File: config.mk
export PLATFORM = sky130hd
export DESIGN_NAME = ex_divide_sequencer
export DESIGN_NICKNAME = d
export VERILOG_FILES = /design/src/rtl/div_pkg.sv /design/src/rtl/div_restoring_step.sv /design/src/rtl/ex_divide_sequencer.sv
export SDC_FILE = /design/constraint.sdc
export NUM_CORES = 1
export LEC_CHECK = 0
export ABC_AREA = 1
export ABC_CLOCK_PERIOD_IN_PS = 2400
export BUFFER_PORTS_ARGS = -buffer_cell sky130_fd_sc_hd__buf_2
export CORE_MARGIN = 2
export CORE_UTILIZATION = 25
export CTS_CLUSTER_DIAMETER = 100
export DETAILED_ROUTE_END_ITERATION = 12
export SETUP_SLACK_MARGIN = 0.15
export SLEW_MARGIN = 10
export SYNTH_ARGS = -nofsm -noshare
export SYNTH_HDL_FRONTEND = slang
export SYNTH_SLANG_ARGS = --single-unit
File: constraint.sdc
create_clock -name clk -period 2.4 [get_ports clk]
set_clock_uncertainty 0.05 [all_clocks]
set_input_delay 0.48 -clock clk [delete_from_list [all_inputs] [get_ports clk]]
set_output_delay 0.48 -clock clk [all_outputs]
set_load 0.02 [all_outputs]
File: src/rtl/div_pkg.sv
// rtl/div_pkg.sv - shared encodings for the EX-stage RV32M divide sequencer
package div_pkg;

  localparam int XLEN_DEF = 32;

  localparam logic [1:0] DIV_S = 2'b00;
  localparam logic [1:0] DIV_U = 2'b01;
  localparam logic [1:0] REM_S = 2'b10;
  localparam logic [1:0] REM_U = 2'b11;

  typedef enum logic [1:0] {
    IDLE = 2'd0,
    CALC = 2'd1,
    SIGN = 2'd2,
    DONE = 2'd3
  } div_state_e;

endpackage

File: src/rtl/div_restoring_step.sv
// rtl/div_restoring_step.sv - one radix-2 restoring shift/compare/subtract iteration
module div_restoring_step
  import div_pkg::*;
#(
  parameter int XLEN = XLEN_DEF
) (
  input  logic [XLEN-1:0] i_rem,
  input  logic            i_dvd_msb,
  input  logic [XLEN-1:0] i_dmag,
  output logic [XLEN-1:0] o_rem,
  output logic            o_qbit
);

  logic [XLEN-1:0] w_shift;
  logic            w_carry;

  // The bit shifted out of the partial remainder is kept as a carry so that
  // unsigned divisors above 2^(XLEN-1) still compare correctly.
  assign w_carry = i_rem[XLEN-1];
  assign w_shift = {i_rem[XLEN-2:0], i_dvd_msb};
  assign o_qbit  = w_carry | (w_shift >= i_dmag);
  assign o_rem   = o_qbit ? (w_shift - i_dmag) : w_shift;

endmodule

File: src/rtl/ex_divide_sequencer.sv
// rtl/ex_divide_sequencer.sv - multi-cycle DIV/DIVU/REM/REMU unit beside the EX ALU
module ex_divide_sequencer
  import div_pkg::*;
#(
  parameter int XLEN  = XLEN_DEF,
  parameter int CNT_W = 5
) (
  input  logic            clk,
  input  logic            reset_n,
  input  logic            StartE,
  input  logic [1:0]      DivOpE,
  input  logic [XLEN-1:0] DividendE,
  input  logic [XLEN-1:0] DivisorE,
  input  logic [4:0]      RdE,
  input  logic            FlushE,
  output logic            StallDivE,
  output logic            BusyE,
  output logic            DoneE,
  output logic [XLEN-1:0] DivResultE,
  output logic [4:0]      DivRdE,
  output logic            DivRegWriteE
);

  localparam logic [XLEN-1:0]  MIN_NEG  = {1'b1, {(XLEN-1){1'b0}}};
  localparam logic [CNT_W-1:0] CNT_ONE  = CNT_W'(1);
  localparam logic [CNT_W-1:0] CNT_LAST = CNT_W'(XLEN-1);

  div_state_e       r_state;
  logic [CNT_W-1:0] r_cnt;
  logic [XLEN-1:0]  r_dvd, r_dmag, r_rem, r_quot, r_result;
  logic             r_is_rem, r_neg_q, r_neg_r, r_done;
  logic [4:0]       r_rd, r_div_rd;

  logic            w_accept, w_signed, w_a_neg, w_b_neg, w_div0, w_ovf, w_qbit;
  logic [XLEN-1:0] w_a_mag, w_b_mag, w_special, w_rem_nxt, w_q_fix, w_r_fix;

  assign w_accept = (r_state == IDLE) & StartE & ~FlushE;
  assign w_signed = (DivOpE == DIV_S) | (DivOpE == REM_S);
  assign w_a_neg  = w_signed & DividendE[XLEN-1];
  assign w_b_neg  = w_signed & DivisorE[XLEN-1];
  assign w_a_mag  = w_a_neg ? -DividendE : DividendE;
  assign w_b_mag  = w_b_neg ? -DivisorE : DivisorE;
  assign w_div0   = (DivisorE == '0);
  assign w_ovf    = w_signed & (DividendE == MIN_NEG) & (DivisorE == '1);

  // Both early cases reuse the raw dividend: remainder for /0, quotient for overflow.
  always_comb begin
    w_special = '0;
    if (w_div0)
      w_special = ((DivOpE == REM_S) | (DivOpE == REM_U)) ? DividendE : '1;
    else
      w_special = ((DivOpE == REM_S) | (DivOpE == REM_U)) ? '0 : DividendE;
  end

  div_restoring_step #(.XLEN(XLEN)) u_step (
    .i_rem     (r_rem),
    .i_dvd_msb (r_dvd[XLEN-1]),
    .i_dmag    (r_dmag),
    .o_rem     (w_rem_nxt),
    .o_qbit    (w_qbit)
  );

  assign w_q_fix = r_neg_q ? -r_quot : r_quot;
  assign w_r_fix = r_neg_r ? -r_rem : r_rem;

  always_ff @(posedge clk or negedge reset_n) begin
    if (!reset_n) begin
      r_state  <= IDLE;
      r_cnt    <= '0;
      r_dvd    <= '0;
      r_dmag   <= '0;
      r_rem    <= '0;
      r_quot   <= '0;
      r_result <= '0;
      r_is_rem <= 1'b0;
      r_neg_q  <= 1'b0;
      r_neg_r  <= 1'b0;
      r_done   <= 1'b0;
      r_rd     <= '0;
      r_div_rd <= '0;
    end else begin
      r_done <= 1'b0;
      case (r_state)
        IDLE: begin
          if (w_accept) begin
            r_is_rem <= DivOpE[1];
            r_neg_q  <= w_a_neg ^ w_b_neg;
            r_neg_r  <= w_a_neg;
            r_rd     <= RdE;
            r_dvd    <= w_a_mag;
            r_dmag   <= w_b_mag;
            r_rem    <= '0;
            r_quot   <= '0;
            r_cnt    <= '0;
            if (w_div0 | w_ovf) begin
              r_result <= w_special;
              r_div_rd <= RdE;
              r_done   <= 1'b1;
              r_state  <= DONE;
            end else begin
              r_state  <= CALC;
            end
          end
        end
        CALC: begin
          if (FlushE) begin
            r_state <= IDLE;
          end else begin
            r_rem  <= w_rem_nxt;
            r_dvd  <= {r_dvd[XLEN-2:0], 1'b0};
            r_quot <= {r_quot[XLEN-2:0], w_qbit};
            r_cnt  <= r_cnt + CNT_ONE;
            if (r_cnt == CNT_LAST)
              r_state <= SIGN;
          end
        end
        SIGN: begin
          if (FlushE) begin
            r_state <= IDLE;
          end else begin
            r_result <= r_is_rem ? w_r_fix : w_q_fix;
            r_div_rd <= r_rd;
            r_done   <= 1'b1;
            r_state  <= DONE;
          end
        end
        DONE:    r_state <= IDLE;
        default: r_state <= IDLE;
      endcase
    end
  end

  assign StallDivE    = w_accept | (r_state == CALC) | (r_state == SIGN);
  assign BusyE        = (r_state != IDLE);
  assign DoneE        = r_done;
  assign DivRegWriteE = r_done;
  assign DivResultE   = r_result;
  assign DivRdE       = r_div_rd;

endmodule
; ---- Yosys cells after proc, flatten, opt, wreduce, memory -nomap -nowiden
; Cells that the tools add are included.
[classes]
bitwise = 14
add_sub_neg = 6
n_mux = 38
eq_ne = 13
reduce_logical = 10
order_cmp = 1
[ops]
columns = operator, n
row1 = $mux 32, 17
row2 = $pmux 32 s2, 4
row3 = $neg 32->32, 4
row4 = $eq 32x32->1 const B, 2
row5 = $ge 32x32->1, 1
row6 = $logic_not 32->1, 1
row7 = $sub 32x32->32, 1
row8 = $mux 5, 5
row9 = $pmux 5 s2, 2
row10 = $mux 2, 5
row11 = $eq 2x2->1 const B, 4
row12 = $pmux 2 s4, 1
row13 = $and 1x1->1, 6
row14 = $ne 2x2->1 const B, 3
row15 = $or 1x1->1, 6
row16 = $reduce_bool 2->1, 3
row17 = $add 5x1->5 const B, 1
row18 = $eq 5x5->1 const B, 1
row19 = $logic_not 2->1, 2
row20 = $reduce_and 2->1, 2
row21 = $reduce_and 4->1, 1
row22 = $mux 1, 3
row23 = $ne 3x3->1 const B, 1
row24 = $reduce_and 3->1, 1
row25 = other kinds (5), 5
[totals]
in_bits = 75
regBits = 181
elab_cells = 95

; ---- Longest topological paths before layout
; Gate-level depths: netlist of the first run.
[depth]
word_depth = 8
ltp_mapped = 17
mapped_depth_nobuf = 16

; ---- Modules after synthesis
; A second synthesis of the first run with hierarchy kept.
[unflattened]
hier_cells = 2549
hier_area_um2 = 15397.3
[by_module_without_submodules]
columns = mod, area_each_um2, instances, seq_area_each_um2, cells_each
row1 = ex_divide_sequencer, 12249.2, 1, 4529.3, 1883
row2 = div_restoring_step, 3148.0, 1, 0.0, 666

; ---- Least setup slack after synthesis of the first run
; Ideal clock, no wire load.
[synth_timing]
path_kind = register to register
startpoint = reg r_dmag[0]
endpoint = reg r_rem[4]
arrival_time_ns = 1.908
path_stages_with_launch = 14
path_buffers = 1
slack_ns = 0.310
setup_time_ns = 0.132
required_ns = 2.218
period_less_slack_ns = 2.090
cell_sequence = dfrtp_1 ha_1 fa_1 nor2_1 o21ai_0 nand2_2 nand2_1 nand3_1 nand2_2 nand2_4 buf_4 nand2_1 nand3_1 o21ai_0
[synth_via]
elab_chain_cells = 5
word_cells_on_any_way = 6
classes_between = add/sub: 1 / order compare: 1 / mux: 3 / bitwise: 1
[synth_rtl]
columns = element, line_no
row1 = start: declaration, ex_divide_sequencer.sv:30  ; logic [XLEN-1:0] r_dvd, r_dmag, r_rem, r_quot, r_result;
row2 = start signal: assignment, ex_divide_sequencer.sv:91  ; r_dmag <= w_b_mag;
row3 = $ge 32x32->1, div_restoring_step.sv:21  ; assign o_qbit = w_carry | (w_shift >= i_dmag);
row4 = $or 1x1->1, div_restoring_step.sv:21
row5 = $mux 32 (*), div_restoring_step.sv:22  ; assign o_rem = o_qbit ? (w_shift - i_dmag) : w_shift;
row6 = $mux 32 (*), ex_divide_sequencer.sv:106  ; if (FlushE) begin
row7 = $pmux 32 s2 (*), ex_divide_sequencer.sv:83  ; case (r_state)
row8 = end signal: assignment, ex_divide_sequencer.sv:109  ; r_rem <= w_rem_nxt;
row9 = end: declaration, ex_divide_sequencer.sv:30
; Mark *: on every way between the ends. The rest lies on a longest branch, timed or not. The select of a mux whose other input is x is not followed.
; A chain may end at the register's enable or synchronous reset.

; ---- Worst setup path after layout of the first run
[layout_timing]
startpoint = reg r_rem[24]
endpoint = reg r_rem[22]
[layout_via]
elab_chain_cells = 5
[layout_rtl]
columns = element, line_no
row1 = $ge 32x32->1, div_restoring_step.sv:21
row2 = $or 1x1->1, div_restoring_step.sv:21
row3 = $mux 32, div_restoring_step.sv:22
row4 = $mux 32, ex_divide_sequencer.sv:106
row5 = $pmux 32 s2, ex_divide_sequencer.sv:83
; Every way passes these cells. The select of a mux whose other input is x is not followed.

==> metrics.yaml, run 1 <==
clocking:
  cts-buffers-inserted: 17
  htreeDepth: 4
  clock-root-buffer: "clkbuf_16"
  path_clk_slew_ns: 0.07
  cts_sinks: 181
  cts_max_path_buffers: 2
  cts_tree: "built"
  worstSkewPairLatency_ns: 0.46
floorplan:
  die-width_um: 247.7
  start_util_pct: 25.20
  row_count: 89
  die-area_um2: 61350
  pin_count: 116
  die_y_um: 247.7
  core_area_um2: 58910
route:
  first_pass_iters: 6
  viasPerCell: 4.771
  wl_per_cell_um: 15.58
  drtIter0Drc: 1267
  vias: 15990
  drc: 0
  wirelength_mm: 52.21
  final_antenna_net_count: 0
placed_design:
  gp_congestion: 0.9343
  portBuffers: 115
  hpwl_mm: 40.78
  dp.cells: 3304
  postPlaceCellArea_um2: 16990
worst_setup_path:
  crit_path_end_kind: "flip-flop"
  worstPathArrival_ns: 2.45
  critPathKind: "flip-flop to flip-flop"
  cp-startpoint: "r_rem[24]"
  path_max_fanout: 6
  r2r_start: "r_rem[24]"
  startpoint_type: "flip-flop"
  worstPathRequired_ns: 2.69
final_layout:
  final_common_cell: "nand2_1"
  fin_nets: 2679
  drive_gt1_share_pct: 15.56
  final_cell_mix: "nand2_1 (761), nand3_1 (334), inv_1 (280), nor2_1 (210), dfrtp_1 (170)"
  area_growth_pct: 22.06
  layout.cells.non_filler: 3351
  n_fill_cell: 6459
  multi_input_area_um2: 9190
  seq_area_um2: 4543
  fin_area_um2: 18120
power_and_ir_drop:
  p_leak_nw: 9.447
  ir_worst_vdd_uv: 714.5
  pwr_density_cell_nw_per_um2: 1173
timing:
  tightest_slew_ns: 0.6237
  maxSlewViolCount: 0
  fmax_ghz: 0.4641
  hold_violations: 0
  period_needed_ns: 2.155
  relSlewSlack_pct: 58.14
  tns_ns: 0
  setup_viol: 0
  post-route-period-util_pct: 89.78
  rsz0062_at_grt: "yes"
worst_hold_path:
  hp-class: "primary input to flip-flop"
  min_from: "RdE[2]"
synthesis:
  synth_edf_count: 0
  ys_types: 42
  synthCells: 2392
  ys_ff_latch: 181
  syn_area_per_cell_um2: 6.206
  syn_nets: 2507
  yosysSeqAreaShare_pct: 30.51
  netlist_area_um2: 14850
  ys_warn_count: 0
  synth_ff_type: "dfrtp_1"
  synthArstFlopShare_pct: 100.0
status:
  status: "completed"
global_routing:
  antenna_found_initial: 1
  grt_pass1_wl_mm: 82.08
  grt.total_usage_pct: 17.09
  grt-ovfl-total: 0
  grt_pass1_vias: 14900
  grt_start_max_net_pins: 67
job:
  drv_cap: 0
-- sequential cells by signal, summed over array words and instances, names as in the netlist --
signal / cells
r_quot: 32
DivRegWriteE: 1
DivRdE: 5
r_state: 2
r_rem: 32
r_dvd: 32
DivResultE: 32
r_neg_r: 1
r_dmag: 32
r_is_rem: 1
r_cnt: 5
r_rd: 5
r_neg_q: 1
-- area by class of cell --
class	count	area share [%]
Multi-Input combinational cell	1826	50.72
Clock inverter	11	0.7734
Tap cell	773	5.338
Sequential cell	181	25.07
Antenna cell	1	0.01381
Clock buffer	21	2.486
Inverter	293	6.070
Timing Repair Buffer	245	9.529
-- final timing paths --
kind,endpoint,slack (ns),cells past startpoint
worst max-delay path,r_rem[22],0.25,12
worst min-delay path,r_rd[2],0.19,3
worst max register to register,r_rem[22],0.25,12
worst min register to register,r_dmag[28],0.43,2
max in group asynchronous,r_rem[8],1.19,3
min in group asynchronous,DivResultE[0],0.46,2
-- worst max-delay path: stages, from the launching register on --
cell and delay (ns):
dfrtp_1 0.46, ha_4 0.34, nand2_1 0.10, nor2_1 0.19, nand2_2 0.11, nor2_2 0.14, nor2_4 0.08, nand2_4 0.11
buf_6 0.12, buf_12 0.10, nand3_1 0.09, nand2_1 0.08, nand2_1 0.06
-- logic make-up (layout without fill, tap and decap cells) --
| family | after synthesis | in the layout | share of synthesized area, % |
|---|---|---|---|
| and+or+nand+nor | 1440 | 1440 | 41.56 |
| buffers and inverters | 385 | 570 | 10.37 |
| AOI/OAI and AO/OA | 290 | 290 | 10.84 |
| DFF | 181 | 181 | 30.51 |
| xor gates and xnor gates | 56 | 56 | 3.304 |
| adders and majority gates | 40 | 40 | 3.422 |
| other | 0 | 1 | 0 |
-- metrics by stage --
stage / setup WS [ns] / hold slack (ns) / total power, mW / utilization (%)
2_1_floorplan: 0.3097 / 0.1344 / 12.86 / -
3_3_place_gp: 0.04281 / 0.3779 / 17.05 / 28.84
3_5_place_dp: 0.05202 / 0.3790 / 17.06 / 28.84
4_1_cts: 0.1533 / 0.1766 / 20.51 / 30.22
5_1_grt: 0.1034 / 0.1994 / 23.05 / 30.76
6_report: 0.2453 / 0.1857 / 21.25 / 30.76
-- power breakdown --
part           total [mW]  internal, mW  switching [mW]
Combinational        13.4          5.07            8.30
Sequential           4.92          4.10           0.823
Clock                2.96          1.59            1.37
-- routing by layer --
| layer | global-route usage, % | wire [µm] | part of all wire [%] |
|---|---|---|---|
| met5 | 0 | 0 | 0 |
| met4 | 7.098 | 1796 | 3.4 |
| met3 | 2.411 | 2795 | 5.4 |
| met2 | 27.80 | 24280 | 47 |
| met1 | 22.67 | 23340 | 45 |
-- synthesized netlist by cell type, drive strengths merged (18+ instances only) --
library cell	number	area share (%)
o22ai	34	1.4
clkbuf	50	1.3
nor2	240	6.4
a22oi	32	1.6
dfrtp	181	31
a21oi	53	1.8
o21ai	158	5.3
inv	288	7.3
nand2	783	20
buf	42	1.7
xor2	32	1.9
nor3	18	0.64
nand3	358	13
nand4	30	1.3
ha	39	3.3
xnor2	24	1.4
-- what timing repair did --
action / in CTS / in global routing
hold buffers: 1 / 0
pin swaps: 6 / 12
endpoints found under the hold margin: 32 / 0
gates cloned: 1 / 0
resized for setup: 25 / 67
setup buffers: 5 / 7
setup endpoints to repair: 36 / 50
No activity file was read; power rests on OpenSTA's default activity.
==> run 2: changes to the inputs <==
--- a/config.mk
+++ b/config.mk
@@ -5,7 +5,6 @@
 export SDC_FILE = /design/constraint.sdc
 export NUM_CORES = 1
 export LEC_CHECK = 0
-export ABC_AREA = 1
 export ABC_CLOCK_PERIOD_IN_PS = 2400
 export BUFFER_PORTS_ARGS = -buffer_cell sky130_fd_sc_hd__buf_2
 export CORE_MARGIN = 2
==> metrics.yaml, run 2 <==
status:
  status: "finished, violations left"
  violations: "setup timing"
clocking:
  clock-root-buffer: "clkbuf_16"
  cts_tree: "built"
  path_clk_slew_ns: 0.08  # about the same
  worstSkewPairLatency_ns: 0.46  # about the same
  htreeDepth: 4  # unchanged
  cts_max_path_buffers: 2  # unchanged
  cts-buffers-inserted: 17  # unchanged
  cts_sinks: 181  # unchanged
synthesis:
  netlist_area_um2: 12400  # -16%
  synthCells: 1511  # -37%
  synth_most_common_cell: "nand2_1"
  synth_top_area_share_pct: 36.53  # +6.0 points
  synth_edf_count: 0  # unchanged
  synth_ff_type: "dfrtp_1"
  syn_area_per_cell_um2: 8.207  # +32%
  yosysSeqAreaShare_pct: 36.53  # +6.0 points
  ys_warn_count: 0  # unchanged
  synthArstFlopShare_pct: 100.0  # unchanged
  synthTopCellsByCount: "nand2_1 (214), o21ai_0 (186), dfrtp_1 (181)"
  syn_nets: 1626  # -35%
  ys_ff_latch: 181  # unchanged
  ys_top_cells_by_area: "dfrtp_1 (37%), o21ai_0 (7.5%), nand2_1 (6.5%)"
  ys_types: 60  # +43%
  synth_top_area_cell: "dfrtp_1"
placed_design:
  gp_congestion: 0.9060  # -3.0%
  hpwl_mm: 33.10  # -19%
  pre_cts_ws_ns: -0.7594  # -0.8114 ns
  portBuffers: 115  # unchanged
timing:
  layout_setup_ws_ns: -0.7028  # -0.9482 ns
  period_needed_ns: 3.103  # +0.9482 ns
  tightest_slew_ns: 0.6260  # +0.002306 ns
  post-route-period-util_pct: 129.3  # +40 points
  fmax_ghz: 0.3223  # -31%
  setup_viol: 79  # +79
  relSlewSlack_pct: 58.16  # about the same
  tns_ns: -27.41  # -27.41 ns
  maxSlewViolCount: 0  # unchanged
  hold_violations: 0  # unchanged
  holdWs_ns: 0.1860  # +0.0002470 ns
  rsz0062_at_grt: "yes"
final_layout:
  final_common_cell: "buf_4"
  insertedDiodeCount: 0  # -1
  n_fill_cell: 4867  # -25%
  drive_gt1_share_pct: 37.17  # +22 points
  final_cell_mix: "buf_4 (314), nand2_1 (209), dfrtp_1 (180), o21ai_0 (113), buf_2 (112)"
  area_growth_pct: 52.85
  fin_nets: 2058  # -23%
  final_util_pct: 38.72  # +8.0 points
worst_setup_path:
  reg2reg_slack_ns: -0.70  # -0.95 ns
  worst-path-stages: 9  # -3
  cp_common_cell: "or3_4"
  critPathKind: "flip-flop to flip-flop"
  worstSetupEndpoint: "DivResultE[29]"
  crit_family: "simple AND/OR/NAND/NOR gates"
  crit_chain: "or3_4 -> or4_4 -> or2_1 -> or3_4 -> or3_4 -> o31ai_4 -> xor2_1 -> o22ai_1 -> a211o_1"
  startpoint_type: "flip-flop"
  r2r-end: "DivResultE[29]"
  worstPathArrival_ns: 3.40  # +0.95 ns
  cp_slowest_cell: "or4_4"
  crit_path_end_kind: "flip-flop"
  r2r_start: "r_quot[1]"
  r2r_cells: 9  # -3
  path_max_fanout: 3  # -3
  critPathMaxStageDelay_ns: 0.49  # +0.03 ns
  cp-startpoint: "r_quot[1]"
  worst-path-buf-inv: 0  # -2
  worstPathRequired_ns: 2.70  # about the same
route:
  wl_per_cell_um: 17.28  # +11%
  first_pass_iters: 6  # unchanged
  drtIter0Drc: 990  # -22%
  final_antenna_net_count: 0  # unchanged
  drc: 0  # unchanged
  wirelength_mm: 45.27  # -13%
  viasPerCell: 5.048  # +5.8%
  vias: 13230  # -17%
floorplan:
  die-width_um: 226.7  # -8.5%
  die_y_um: 226.7  # -8.5%
  die-area_um2: 51400  # -16%
  pin_count: 116  # unchanged
  core_area_um2: 48950  # -17%
  row_count: 81  # -9.0%
  start_util_pct: 25.33  # +0.13 points
power_and_ir_drop:
  p_total_mw: 18.82  # -11%
  ir_worst_vdd_uv: 637.1  # -11%
  p_leak_nw: 8.446  # -11%
  pwr_density_cell_nw_per_um2: 992.9  # -15%
global_routing:
  grt_start_max_net_pins: 78  # +16%
  grt.total_usage_pct: 17.48  # +0.39 points
  grt-ovfl-total: 0  # unchanged
  grt_pass1_vias: 12900  # -13%
  grt_pass1_wl_mm: 70.35  # -14%
  antenna_found_initial: 1  # unchanged
worst_hold_path:
  hp-class: "primary input to flip-flop"
  whs_path_depth: 3  # unchanged
job:
  drv_cap: 0  # unchanged
-- run 2: changes by cell type after synthesis, sizes merged, moves of 33 or more --
| cell | previous run | this run |
|---|---|---|
| xnor2 | 24 | 72 |
| inv | 288 | 50 |
| xor2 | 32 | 72 |
| nand2 | 783 | 214 |
| clkbuf | 50 | 89 |
| nor2 | 240 | 102 |
| nand3 | 358 | 21 |
| buf | 42 | 9 |
-- run 2: per-stage QoR --
stage | area, µm² | instances
global placement | 16340 | 2518
CTS | 18440 | 2603
detailed placement | 16340 | 2518
global route | 18950 | 2620
floorplan | 12750 | 1511
finish | 18950 | 2620
-- run 2: metal layers --
metal  routed length [µm]  GRT usage, %
met5                   13             0
met4                 1117         5.900
met3                 2780         2.553
met2                20710         28.23
met1                20650         23.81
-- run 2: cells by family (layout without fill, tap and decap cells) --
group / Yosys count / after routing / synth area share, %
flip-flops: 181 / 181 / 36.53
AO/OA/AOI/OAI: 515 / 515 / 26.44
AND/OR/NAND/NOR: 477 / 478 / 17.71
XOR/XNOR: 144 / 144 / 10.17
adder cells (fa/ha/maj): 40 / 40 / 4.096
buffers and inverters: 148 / 592 / 4.581
multiplexers: 6 / 6 / 0.4843
-- run 2: worst min path at each step --
stage / from / to
5_1_grt: RdE[1] / r_rd[1]
4_1_cts: RdE[0] / r_rd[0]
3_3_place_gp: reset_n / r_dvd[0]
2_1_floorplan: reset_n / DivRdE[0]
6_report: RdE[0] / r_rd[0]
3_5_place_dp: reset_n / r_dvd[1]
-- run 2: repair_timing --
action | in CTS | in global routing
setup buffers | 37 | 15
hold buffers | 1 | 0
gates resized for setup | 209 | 71
endpoints found under the setup margin | 84 | 88
pin swaps | 102 | 87
gates cloned | 15 | 2
hold endpoints to repair | 43 | 0
-- run 2: final cells by class --
cell class | instances | area, µm² | share of cell area, %
Tap cell | 664 | 830.8 | 4.383
Sequential cell | 181 | 4531 | 23.90
Clock inverter | 13 | 140.1 | 0.7393
Clock buffer | 19 | 452.9 | 2.390
Multi-Input combinational cell | 1183 | 8479 | 44.74
Inverter | 50 | 207.7 | 1.096
Timing Repair Buffer | 510 | 4313 | 22.75
-- run 2: report_power, final --
group,internal [mW],leakage [nW],switching (mW)
clock,1.52,0.286,1.39
combinational,6.25,5.83,5.68
sequential,3.55,2.33,0.430
-- run 2: tightest hold or removal path, stage by stage --
cell and delay [ns]:
buf_2 0.09, nand2_1 0.04, nand2_1 0.05
==> run 3: changes to the inputs <==
--- a/config.mk
+++ b/config.mk
@@ -7,6 +7,7 @@
 export LEC_CHECK = 0
 export ABC_CLOCK_PERIOD_IN_PS = 2400
 export BUFFER_PORTS_ARGS = -buffer_cell sky130_fd_sc_hd__buf_2
+export CORE_ASPECT_RATIO = 1.25
 export CORE_MARGIN = 2
 export CORE_UTILIZATION = 25
 export CTS_CLUSTER_DIAMETER = 100
==> metrics.yaml, run 3 (synthesis results as in run 2) <==
worst_setup_path:
  r2r_cells: 9  # unchanged
  critPathKind: "flip-flop to flip-flop"
  r2r_start: "r_quot[2]"
  reg2reg_slack_ns: -0.69  # about the same
  startpoint_type: "flip-flop"
  r2r-end: "DivResultE[29]"
  worstPathRequired_ns: 2.68  # -0.02 ns
  worstPathArrival_ns: 3.38  # -0.02 ns
  path_max_fanout: 3  # unchanged
  crit_path_end_kind: "flip-flop"
timing:
  holdWs_ns: 0.1959  # +0.009873 ns
  setup_viol: 72  # -8.9%
  post-route-period-util_pct: 128.9  # -0.36 points
  layout_setup_ws_ns: -0.6941  # +0.008749 ns
  fmax_ghz: 0.3232  # +0.28%
  hold_violations: 0  # unchanged
  period_needed_ns: 3.094  # -0.008749 ns
  tightest_slew_ns: 1.103  # +0.4774 ns
  maxSlewViolCount: 0  # unchanged
  relSlewSlack_pct: 26.44  # -32 points
  rsz0062_at_grt: "yes"
status:
  status: "finished, violations left"
  violations: "setup timing"
worst_hold_path:
  min_from: "RdE[4]"
  hp-class: "primary input to flip-flop"
  min_to: "r_rd[4]"
  whs_path_depth: 3  # unchanged
placed_design:
  pre_cts_ws_ns: -0.7681  # -0.008700 ns
  gp_congestion: 0.8968  # -1.0%
  dp.cells: 2523  # +0.20%
  hpwl_mm: 33.48  # +1.1%
  portBuffers: 115  # unchanged
final_layout:
  layout.cells.non_filler: 2616  # -0.15%
  n_fill_cell: 4903  # +0.74%
  final_cell_mix: "buf_4 (337), nand2_1 (205), dfrtp_1 (180), o21ai_0 (109), buf_2 (109)"
  insertedDiodeCount: 0  # unchanged
  fin_nets: 2067  # +0.44%
  seq_area_um2: 4531  # unchanged
  final_common_cell: "buf_4"
  area_growth_pct: 53.46
  multi_input_area_um2: 8615  # +1.6%
  final_util_pct: 38.69  # about the same
  drive_gt1_share_pct: 38.42  # +1.3 points
global_routing:
  grt-ovfl-total: 0  # unchanged
  grt_pass1_vias: 13160  # +2.0%
  grt_pass1_wl_mm: 71.72  # +2.0%
  grt.total_usage_pct: 17.58  # +0.098 points
  grt_start_max_net_pins: 107  # +37%
  antenna_found_initial: 0  # -1
route:
  drc: 0  # unchanged
  drtIter0Drc: 942  # -4.8%
  wl_per_cell_um: 17.55  # +1.6%
  wirelength_mm: 45.92  # +1.4%
  first_pass_iters: 8  # +2
  viasPerCell: 5.090  # +0.82%
  final_antenna_net_count: 0  # unchanged
  vias: 13320  # +0.67%
clocking:
  clock-root-buffer: "clkbuf_16"
  cts-buffers-inserted: 17  # unchanged
  path_clk_slew_ns: 0.07  # about the same
  cts_tree: "built"
  htreeDepth: 4  # unchanged
  cts_sinks: 181  # unchanged
  cts_max_path_buffers: 2  # unchanged
  worstSkewPairLatency_ns: 0.45  # about the same
floorplan:
  start_util_pct: 25.21  # -0.12 points
  die-width_um: 203.2  # -10%
  die-area_um2: 51410  # about the same
  pin_count: 116  # unchanged
  core_area_um2: 49190  # +0.48%
  row_count: 91  # +12%
  die_y_um: 253.0  # +12%
power_and_ir_drop:
  p_leak_nw: 8.471  # +0.30%
  ir_worst_vdd_uv: 733.6  # +15%
  p_total_mw: 18.58  # -1.3%
  pwr_density_cell_nw_per_um2: 976.3  # -1.7%
job:
  drv_cap: 0  # unchanged
-- run 3: cell types whose count changed in the layout (fill, tap and decap cells not counted), sizes merged --
cell | before | now
buf | 506 | 517
bufinv | 1 | 2
clkinvlp | 2 | 3
bufbuf | 1 | 0
clkbuf | 21 | 18
-- run 3: final cells by class --
| cell class | count | share of cell area [%] |
|---|---|---|
| inverters | 50 | 1.131 |
| multi-input cells | 1183 | 45.27 |
| flip-flops and latches | 181 | 23.81 |
| well taps | 651 | 4.280 |
| clock inverters | 15 | 1.019 |
| repair buffers | 519 | 22.26 |
| clock buffers | 17 | 2.236 |
-- run 3: critical path, cell delays in order, from the launching register on --
cell     delay (ns)
dfrtp_1        0.38
or3_4          0.39
or4_4          0.49
or2_4          0.25
or3_4          0.35
or3_4          0.36
o31ai_4        0.20
xor2_1         0.19
o22ai_1        0.09
a211o_1        0.24
-- run 3: per-stage QoR --
| step | TNS, ns | cell area [µm²] |
|---|---|---|
| 2_1_floorplan | -20.14 | 12750 |
| 4_1_cts | -22.67 | 18440 |
| 6_report | -20.87 | 19030 |
| 3_5_place_dp | -47.21 | 16430 |
| 5_1_grt | -26.73 | 19030 |
| 3_3_place_gp | -41.89 | 16430 |
-- run 3: repair_timing --
item | 4_1_cts | 5_1_grt
pin swaps | 100 | 82
resized for setup | 207 | 100
cloned | 15 | 1
hold buffers | 1 | 0
buffers inserted | 31 | 13
hold endpoints to repair | 16 | 0
endpoints found under the setup margin | 83 | 87
-- run 3: worst max path at each step --
stage	slack [ns]	from	endpoint	cells past startpoint
CTS	-0.71	r_quot[0]	DivResultE[29]	9
global route	-0.75	r_rem[3]	DivResultE[29]	8
global placement	-0.72	r_quot[0]	DivResultE[29]	9
floorplan	-0.66	r_quot[0]	DivResultE[29]	10
finish	-0.69	r_quot[2]	DivResultE[29]	9
detailed placement	-0.77	DividendE[0]	DivResultE[26]	11
-- run 3: power breakdown --
| part | leakage (nW) | internal (mW) | switching, mW |
|---|---|---|---|
| sequential | 2.33 | 3.55 | 0.428 |
| combinational | 5.84 | 5.93 | 5.66 |
| clock | 0.295 | 1.59 | 1.42 |
-- run 3: per-layer routing --
metal | GRT usage, % | wire [µm]
met5 | 0 | 0
met3 | 2.149 | 2404
met1 | 22.30 | 19650
met2 | 31.11 | 22630
met4 | 5.109 | 1239
